### src/rtl/spi_master_mc.sv
`default_nettype none
// ============================================================================
// Module : spi_master_mc
// Brief  : Fully synchronous multi-select SPI master clocked by sys_clock only,
//          runtime SCLK divider, all four modes, selectable bit order.
//          Optional macro SPI_LOOPBACK_EN adds the loopback input.
// Rev    : 1.0
// ============================================================================
module spi_master_mc #(
    parameter int DATA_W = 18,
    parameter int NUM_SS = 4,
    parameter int SS_W   = 2,
    parameter int DIV_W  = 8
) (
    input  logic              sys_clock,
    input  logic              reset_n,
    input  logic              tx_enable,
    output logic              tx_ready,
    input  logic [DATA_W-1:0] data_in,
    input  logic [SS_W-1:0]   ss_sel,
    input  logic [DIV_W-1:0]  clk_div,
    input  logic [1:0]        spi_mode,
    input  logic              lsb_first,
`ifdef SPI_LOOPBACK_EN
    input  logic              loopback,
`endif
    input  logic              miso,
    output logic [NUM_SS-1:0] ss_n,
    output logic              mosi,
    output logic              sclk,
    output logic [DATA_W-1:0] master_out,
    output logic              mrx_data_valid,
    output logic              tx_error
);

    localparam int                EDGE_W    = $clog2(2*DATA_W+1);
    localparam logic [EDGE_W-1:0] LAST_EDGE = EDGE_W'(2*DATA_W-1);
    localparam logic [EDGE_W-1:0] EDGE_TERM = EDGE_W'(2*DATA_W);

    typedef enum logic [1:0] {
        S_IDLE  = 2'd0,
        S_SETUP = 2'd1,
        S_XFER  = 2'd2,
        S_HOLD  = 2'd3
    } state_t;

    state_t              state_q;
    logic [DIV_W-1:0]    half_q;
    logic [DIV_W-1:0]    div_cnt_q;
    logic [EDGE_W-1:0]   edge_cnt_q;
    logic                cpha_q;
    logic                lsb_q;
    logic [DATA_W-1:0]   tx_sh_q;
    logic [DATA_W-1:0]   rx_sh_q;
    logic [NUM_SS-1:0]   ss_n_q;
    logic                mosi_q;
    logic                sclk_q;
    logic [DATA_W-1:0]   master_out_q;
    logic                valid_q;
    logic                err_q;

    logic                div_tick_d;
    logic                sel_ok_d;
    logic                lead_d;
    logic                last_d;
    logic                sample_d;
    logic                shift_d;
    logic                rx_bit_d;
    logic [DIV_W-1:0]    half_d;
    logic [DATA_W-1:0]   tx_next_d;
    logic [NUM_SS-1:0]   ss_dec_d;

    assign div_tick_d = (div_cnt_q == half_q - DIV_W'(1));
    assign sel_ok_d   = (32'(ss_sel) < 32'(NUM_SS));
    assign half_d     = (clk_div == '0) ? DIV_W'(1) : clk_div;

    // edge_cnt_q holds edges already produced, so an even count means the
    // upcoming edge is odd-numbered, i.e. a leading edge.
    assign lead_d   = ~edge_cnt_q[0];
    assign last_d   = (edge_cnt_q == LAST_EDGE);
    assign sample_d = cpha_q ? ~lead_d : lead_d;
    assign shift_d  = cpha_q ? (lead_d && (edge_cnt_q != '0)) : (~lead_d && ~last_d);

    assign tx_next_d = lsb_q ? (tx_sh_q >> 1) : (tx_sh_q << 1);

`ifdef SPI_LOOPBACK_EN
    logic lpbk_q;
    assign rx_bit_d = lpbk_q ? mosi_q : miso;
`else
    assign rx_bit_d = miso;
`endif

    always_comb begin
        ss_dec_d = '1;
        for (int i = 0; i < NUM_SS; i++) begin
            if (32'(ss_sel) == 32'(i)) ss_dec_d[i] = 1'b0;
        end
    end

    always_ff @(posedge sys_clock or negedge reset_n) begin
        if (!reset_n) begin
            state_q      <= S_IDLE;
            half_q       <= '0;
            div_cnt_q    <= '0;
            edge_cnt_q   <= '0;
            cpha_q       <= 1'b0;
            lsb_q        <= 1'b0;
`ifdef SPI_LOOPBACK_EN
            lpbk_q       <= 1'b0;
`endif
            tx_sh_q      <= '0;
            rx_sh_q      <= '0;
            ss_n_q       <= '1;
            mosi_q       <= 1'b1;
            sclk_q       <= 1'b0;
            master_out_q <= '1;
            valid_q      <= 1'b0;
            err_q        <= 1'b0;
        end else begin
            valid_q <= 1'b0;
            err_q   <= 1'b0;
            case (state_q)
                S_IDLE: begin
                    sclk_q     <= spi_mode[1];
                    mosi_q     <= 1'b1;
                    div_cnt_q  <= '0;
                    edge_cnt_q <= '0;
                    if (tx_enable) begin
                        if (sel_ok_d) begin
                            state_q <= S_SETUP;
                            half_q  <= half_d;
                            cpha_q  <= spi_mode[0];
                            lsb_q   <= lsb_first;
`ifdef SPI_LOOPBACK_EN
                            lpbk_q  <= loopback;
`endif
                            tx_sh_q <= data_in;
                            rx_sh_q <= '0;
                            ss_n_q  <= ss_dec_d;
                            mosi_q  <= lsb_first ? data_in[0] : data_in[DATA_W-1];
                        end else begin
                            err_q <= 1'b1;
                        end
                    end
                end
                S_SETUP: begin
                    if (div_tick_d) begin
                        div_cnt_q <= '0;
                        state_q   <= S_XFER;
                    end else begin
                        div_cnt_q <= div_cnt_q + DIV_W'(1);
                    end
                end
                S_XFER: begin
                    if (div_tick_d) begin
                        div_cnt_q <= '0;
                        sclk_q    <= ~sclk_q;
                        if (edge_cnt_q != EDGE_TERM) edge_cnt_q <= edge_cnt_q + EDGE_W'(1);
                        // Received bits land so master_out uses data_in's bit order.
                        if (sample_d) begin
                            rx_sh_q <= lsb_q ? {rx_bit_d, rx_sh_q[DATA_W-1:1]}
                                             : {rx_sh_q[DATA_W-2:0], rx_bit_d};
                        end
                        if (shift_d) begin
                            tx_sh_q <= tx_next_d;
                            mosi_q  <= lsb_q ? tx_next_d[0] : tx_next_d[DATA_W-1];
                        end
                        if (last_d) state_q <= S_HOLD;
                    end else begin
                        div_cnt_q <= div_cnt_q + DIV_W'(1);
                    end
                end
                S_HOLD: begin
                    if (div_tick_d) begin
                        div_cnt_q    <= '0;
                        edge_cnt_q   <= '0;
                        state_q      <= S_IDLE;
                        ss_n_q       <= '1;
                        mosi_q       <= 1'b1;
                        master_out_q <= rx_sh_q;
                        valid_q      <= 1'b1;
                    end else begin
                        div_cnt_q <= div_cnt_q + DIV_W'(1);
                    end
                end
                default: state_q <= S_IDLE;
            endcase
        end
    end

    assign tx_ready       = (state_q == S_IDLE);
    assign ss_n           = ss_n_q;
    assign mosi           = mosi_q;
    assign sclk           = sclk_q;
    assign master_out     = master_out_q;
    assign mrx_data_valid = valid_q;
    assign tx_error       = err_q;

endmodule
`default_nettype wire

### config.mk
export PLATFORM = sky130hd
export DESIGN_NAME = spi_master_mc
export DESIGN_NICKNAME = d
export VERILOG_FILES = /design/src/rtl/spi_master_mc.sv
export SDC_FILE = /design/constraint.sdc
export NUM_CORES = 1
export LEC_CHECK = 0
export ABC_AREA = 0
export CAP_MARGIN = 10
export CORE_MARGIN = 8
export CORE_UTILIZATION = 40
export CTS_BUF_LIST = sky130_fd_sc_hd__clkbuf_4
export DETAILED_ROUTE_END_ITERATION = 16
export PLACE_DENSITY = 0.63
export SETUP_SLACK_MARGIN = 0.4
export SYNTH_ARGS = -nofsm -noshare
export SYNTH_HDL_FRONTEND = slang
export SYNTH_SLANG_ARGS = --single-unit
### constraint.sdc
create_clock -name sys_clock -period 3.5 [get_ports sys_clock]
set_input_delay 0.7 -clock sys_clock [delete_from_list [all_inputs] [get_ports sys_clock]]
set_output_delay 0.7 -clock sys_clock [all_outputs]
set_load 0.02 [all_outputs]
==> impl_metrics.toml, run 1 <==
[detailed_routing]
first_iter_violations = 149
drt_first_pass_iters = 4
wl_per_cell_um = 16.0
vias = 3183
finalWirelength_um = 9570
vias_per_cell = 5.32
drc_errors = 0
ant_nets = 0

[timing]
slew_headroom_pct = 56.0
worst_pin_slew_ns = 0.659
layout_min_cycle_time_ns = 2.91
setup_viol = 0
fin_worst_skew_ns = 0.0135
max_freq_ghz = 0.344
holdWs_ns = 0.280
slew_violations = 0
hold_viol = 0
setup_tns_ns = 0
rsz0062_at_grt = "false"
finalCritPeriodShare_pct = 83.1
setup_ws_ns = 0.590

[finish]
regArea_um2 = 2210
multi_input_area_um2 = 2230
fillers = 1058
final_cells = 598
n_antenna_cell = 0
syn_to_final_growth_pct = 20.3
final_area_um2 = 5530
fin_nets = 494
fin_util_pct = 48.8
drive_above_1_share_pct = 23.7

[placement]
pre_cts_slack_ns = 0.568
port_buffers = 60
routabilityCongestion = 0.857
place_inst = 582
hpwlAfterDp_um = 6780
placed_area_um2 = 5330

[clocking]
cts_buffers = 9
htreeDepth = 3
cts_hold_buf = 0
cts_setup_buffers = 0
cts_root_buf = "clkbuf_4"
cts_tree = "yes"
clock_path_buffers = 2
cts_resized = 0
cts.sinks = 87
insertion_delay_ns = 0.44
clkTransAtPathRegs_ns = 0.13

[critical_path]
cp.arrival_ns = 3.24
critical_path_class = "reg -> reg"
rrSetupSlack_ns = 0.59
end_kind = "flip-flop"
cp_max_fo = 18
timing.rr.end = "tx_sh_q[11]$_DFFE_PN0P_"
critPathRequiredTime_ns = 3.83
critPathLaunch = "half_q[0]$_DFFE_PN0P_"
r2r_start = "half_q[0]$_DFFE_PN0P_"
rr_worst_depth = 9
critPathCapture = "tx_sh_q[11]$_DFFE_PN0P_"
critPathLaunchType = "flip-flop"

[min_path]
hold_path.class = "in -> async"

[synthesis]
synth_flop_cell = "dfrtp_1"
synth_cell_types = 53
seq_area_frac_synth_pct = 48.0
synth_edf_count = 0
synthCells = 394
synthArstFlopShare_pct = 100
yosysWarnings = 0
synth_area_um2 = 4600
synth_nets = 438
avgSynthCellArea_um2 = 11.7
synth-seq-cells = 87

[die]
die_area_um2 = 15200
die_h_um = 123
placementRows = 39
die-width_um = 123
core_um2 = 11300
start_util_pct = 40.6
io_pins = 62

[global_route]
grt_max_degree = 55
antenna_found_initial = 0
overflow = 0
grt_pass1_vias = 3289
grt_pass1_wl_um = 16200
grt_use_total_pct = 13.3

[power_and_ir_drop]
power_density_nw_per_um2 = 729
irDropWorstVdd_v = 0.000298
p_total_mw = 4.03
leakage_nw = 2.36

[run_status]
status = "completed"

[run]
maxCapViolations = 0
-- worst min path at each step --
| stage | end | cells after the start | start |
|---|---|---|---|
| floorplan | cpha_q$_DFFE_PN0P_ | 0 | reset_n |
| global placement | tx_sh_q[0]$_DFFE_PN0P_ | 1 | tx_sh_q[0]$_DFFE_PN0P_ |
| detailed placement | tx_sh_q[0]$_DFFE_PN0P_ | 1 | tx_sh_q[0]$_DFFE_PN0P_ |
| CTS | rx_sh_q[15]$_DFFE_PN0P_ | 1 | reset_n |
| global route | rx_sh_q[13]$_DFFE_PN0P_ | 1 | reset_n |
| finish | half_q[5]$_DFFE_PN0P_ | 1 | reset_n |
-- layer usage --
metal | global-route usage, % | wire length, um | vias to the layer above
li1 | - | - | 1537
met1 | 17.2 | 4520 | 1588
met2 | 20.5 | 4470 | 43
met3 | 3.24 | 381 | 15
met4 | 6.55 | 203 | 0
met5 | 0 | 0 | -
-- critical path, cell delays in order, from the launching register on --
cell and delay (ns):
dfrtp_1 0.43, inv_1 0.09, ha_1 0.19, nand2b_1 0.09, or4_4 0.50, a211oi_4 0.34, o211ai_4 0.24, a211oi_4 0.30
buf_6 0.25, mux2_2 0.37
-- flip-flops by register name (all words and copies together), names as in the netlist --
| name | cells |
|---|---|
| rx_sh_q | 18 |
| half_q | 8 |
| div_cnt_q | 8 |
| sclk | 1 |
| edge_cnt_q | 6 |
| lsb_q | 1 |
| mrx_data_valid | 1 |
| master_out | 18 |
| tx_sh_q | 18 |
| cpha_q | 1 |
| state_q | 2 |
| mosi | 1 |
| ss_n | 4 |
-- logic make-up (layout without fill, tap and decap cells) --
kind of cell,count (synthesis),after routing,synth area share (%)
AOI/OAI and AO/OA,75,75,12.7
DFF,87,87,48.0
muxes,85,85,20.7
xor gates and xnor gates,18,18,3.73
buffers and inverters,39,100,3.68
and+or+nand+nor,80,80,8.66
other,1,1,0.0816
adders and majority gates,9,9,2.45
-- area by class of cell --
| type | count | area share [%] |
|---|---|---|
| clock buffer | 11 | 1.49 |
| clock inverter | 5 | 1.92 |
| inverter | 16 | 1.09 |
| multi-input combinational | 268 | 40.4 |
| sequential | 87 | 39.9 |
| tap | 143 | 3.24 |
| timing repair buffer | 68 | 12.0 |
-- cells in the final DEF, fill, tap and decap left out, types with 11 or more instances in the layout --
master,Yosys,final
a21oi_1,20,20
clkbuf_4,0,11
clkdlybuf4s50_1,0,59
dfrtp_1,64,63
dfstp_2,23,23
inv_1,16,16
mux2_2,40,40
mux2i_1,35,35
nand3_1,11,11
nor2_1,34,34
o2bb2ai_1,18,18
-- where the power goes --
group / switching [mW] / internal [mW]
clock network: 0.343 / 0.381
logic: 0.853 / 0.906
registers: 0.281 / 1.27
total: 1.48 / 2.55
-- cell usage after synthesis (2+ instances only) --
cell type   n  area share [%]
o211ai_1    3            0.49
a211oi_4    2            0.87
o21ai_0     5            0.54
mux2i_1    35             7.6
dfstp_2    23              13
nor3_1      5            0.54
clkbuf_1   16             1.3
o311ai_0    2            0.38
a22o_1      3            0.57
nand3_1    11             1.2
buf_2       2            0.22
mux2_2     40             9.8
a21oi_1    20             2.2
and3_1      4            0.54
o32ai_1     2            0.38
o2111ai_1   2            0.38
nor2b_1     3            0.41
mux2_4     10             3.3
a211oi_1    3            0.49
xnor2_1     8             1.5
dfrtp_1    64              35
a21o_1      2            0.33
o2bb2ai_1  18             3.4
nand2_1     7            0.57
inv_1      16             1.3
nand2b_1    4            0.54
nor2_1     34             2.8
ha_1        9             2.5
or3_1       2            0.27
xor2_1      9             1.7
a2bb2oi_1   5            0.95
buf_1       3            0.25
or4_1       2            0.33
No activity file was read; power rests on OpenSTA's default activity.
==> run 2, diff against run 1 <==
--- a/config.mk
+++ b/config.mk
@@ -11,7 +11,7 @@
 export CORE_UTILIZATION = 40
 export CTS_BUF_LIST = sky130_fd_sc_hd__clkbuf_4
 export DETAILED_ROUTE_END_ITERATION = 16
-export PLACE_DENSITY = 0.63
+export PLACE_DENSITY = 0.66
 export SETUP_SLACK_MARGIN = 0.4
 export SYNTH_ARGS = -nofsm -noshare
 export SYNTH_HDL_FRONTEND = slang
==> constraint.sdc (replaced) <==
create_clock -name sys_clock -period 2.4 [get_ports sys_clock]
set_input_delay 0.48 -clock sys_clock [delete_from_list [all_inputs] [get_ports sys_clock]]
set_output_delay 0.48 -clock sys_clock [all_outputs]
set_load 0.02 [all_outputs]
==> impl_metrics.toml, run 2 (same netlist as run 1, synthesis figures left out) <==
[run_status]
status = "finished with violations"
violations = "setup timing"

[critical_path]
critPathRequiredTime_ns = 2.76
cp_max_fo = 9
cp.arrival_ns = 2.87
critical_path_class = "reg -> reg"
critPathLaunchType = "flip-flop"
end_kind = "flip-flop"

[global_route]
grt_pass1_wl_um = 17700
grtUsageMet3_pct = 3.20
grt_util_met2_pct = 24.6
antenna_found_initial = 1
busiest_layer = "met2"
grt_use_total_pct = 14.6
grt_max_degree = 38
grt_pass1_vias = 3625
overflow = 0
gr-usage-met1_pct = 17.8

[placement]
routabilityCongestion = 0.802
place_inst = 605
hpwlAfterDp_um = 7420
port_buffers = 60

[timing]
finalCritPeriodShare_pct = 104
fin_worst_skew_ns = 0.0227
layout_min_cycle_time_ns = 2.50
setup_viol = 41
worst_pin_slew_ns = 0.540
slew_headroom_pct = 64.0
rsz0062_at_grt = "true"
slew_violations = 0
setup_tns_ns = -2.60
hold_viol = 0
setup_ws_ns = -0.105
max_freq_ghz = 0.399

[detailed_routing]
vias_per_cell = 5.30
drc_errors = 0
ant_nets = 0
vias = 3347
wl_per_cell_um = 17.0
finalWirelength_um = 10800
drt_first_pass_iters = 4
first_iter_violations = 112

[clocking]
htreeDepth = 3
insertion_delay_ns = 0.47
cts_buffers = 9
cts.sinks = 87
clkTransAtPathRegs_ns = 0.16
clock_path_buffers = 2
cts_tree = "yes"
cts_root_buf = "clkbuf_4"

[die]
io_pins = 62
die_area_um2 = 15200
die_h_um = 123
die-width_um = 123
start_util_pct = 40.6
core_um2 = 11300
placementRows = 39

[finish]
mostFrequentLayoutCells = "dfrtp_1 (63), mux2i_1 (35), mux2_2 (35)"
drive_above_1_share_pct = 37.7
syn_to_final_growth_pct = 33.2
fin_util_pct = 54.1
fin_nets = 527
layout_commonest_cell = "dfrtp_1"
final_cells = 632

[power_and_ir_drop]
power_density_nw_per_um2 = 1080
leakage_nw = 2.68
irDropWorstVdd_v = 0.000469

[min_path]
hold_path.class = "in -> async"

[run]
maxCapViolations = 0
## run 2: cell count changes in the layout (fill, tap and decap cells not counted), sizes merged
cell | previous run | this run
diode | 0 | 1
dlygate4sd2 | 0 | 24
inv | 17 | 18
clkdlybuf4s50 | 59 | 34
buf | 9 | 40
bufinv | 3 | 1
dlygate4sd3 | 0 | 1
clkinv | 0 | 3
## run 2: stage by stage
stage,power (mW),instance area (um2),setup WS (ns),hold slack (ns)
global route,7.04,6120,-0.185,0.508
finish,6.63,6120,-0.105,0.488
global placement,5.18,5690,-0.110,0.448
floorplan,4.33,4750,-0.272,0.184
detailed placement,5.25,5690,-0.163,0.454
CTS,6.38,5960,-0.117,0.476
## run 2: path summary, 6_finish.rpt
check | startpoint | to | slack [ns] | depth (start not counted)
worst max-delay path | half_q[0]$_DFFE_PN0P_ | tx_sh_q[6]$_DFFE_PN0P_ | -0.10 | 10
worst min-delay path | reset_n | rx_sh_q[9]$_DFFE_PN0P_ | 0.49 | 2
worst max register to register | half_q[0]$_DFFE_PN0P_ | tx_sh_q[6]$_DFFE_PN0P_ | -0.10 | 10
worst min register to register | ss_n[3]$_DFFE_PN1P_ | ss_n[3]$_DFFE_PN1P_ | 0.52 | 1
max in group asynchronous | reset_n | master_out[4]$_DFFE_PN1P_ | 1.22 | 3
min in group sys_clock | ss_n[3]$_DFFE_PN1P_ | ss_n[3]$_DFFE_PN1P_ | 0.52 | 1
## run 2: per-layer routing
metal | share of wire, % | vias up
li1 | - | 1603
met1 | 45 | 1683
met2 | 49 | 48
met3 | 4.1 | 13
met4 | 1.6 | 0
met5 | 0 | -
## run 2: what timing repair did
action,4_1_cts,5_1_grt
endpoints found under the setup margin,102,78
buffers inserted,2,6
cloned,0,1
resized for setup,50,27
hold buffers,1,0
pin swaps,9,6
hold endpoints to repair,23,0
## run 2: layout make-up
cell class | instances | area [um2]
Clock buffer | 9 | 67.6
Clock inverter | 7 | 80.1
Inverter | 16 | 60.1
Timing Repair Buffer | 101 | 996
Fill cell | 1005 | 5200
Multi-Input combinational cell | 268 | 2530
Tap cell | 143 | 179
Antenna cell | 1 | 2.50
Sequential cell | 87 | 2210
## run 2: power by group
| part | switching (mW) | internal (mW) | leakage [nW] | total, mW |
|---|---|---|---|---|
| logic | 1.64 | 1.88 | 1.55 | 3.52 |
| clock network | 0.550 | 0.330 | 0.0784 | 0.879 |
| registers | 0.381 | 1.85 | 1.06 | 2.23 |
| total | 2.57 | 4.06 | 2.68 | 6.63 |
## run 2: worst max-delay path, stage by stage, from the launching register on
cell and delay [ns]:
dfrtp_1 0.41, inv_2 0.08, ha_4 0.14, nand2b_4 0.05, or4_4 0.49, a211oi_4 0.28
o211ai_4 0.13, a211oi_4 0.22, buf_6 0.15, clkbuf_16 0.17, mux2_4 0.30
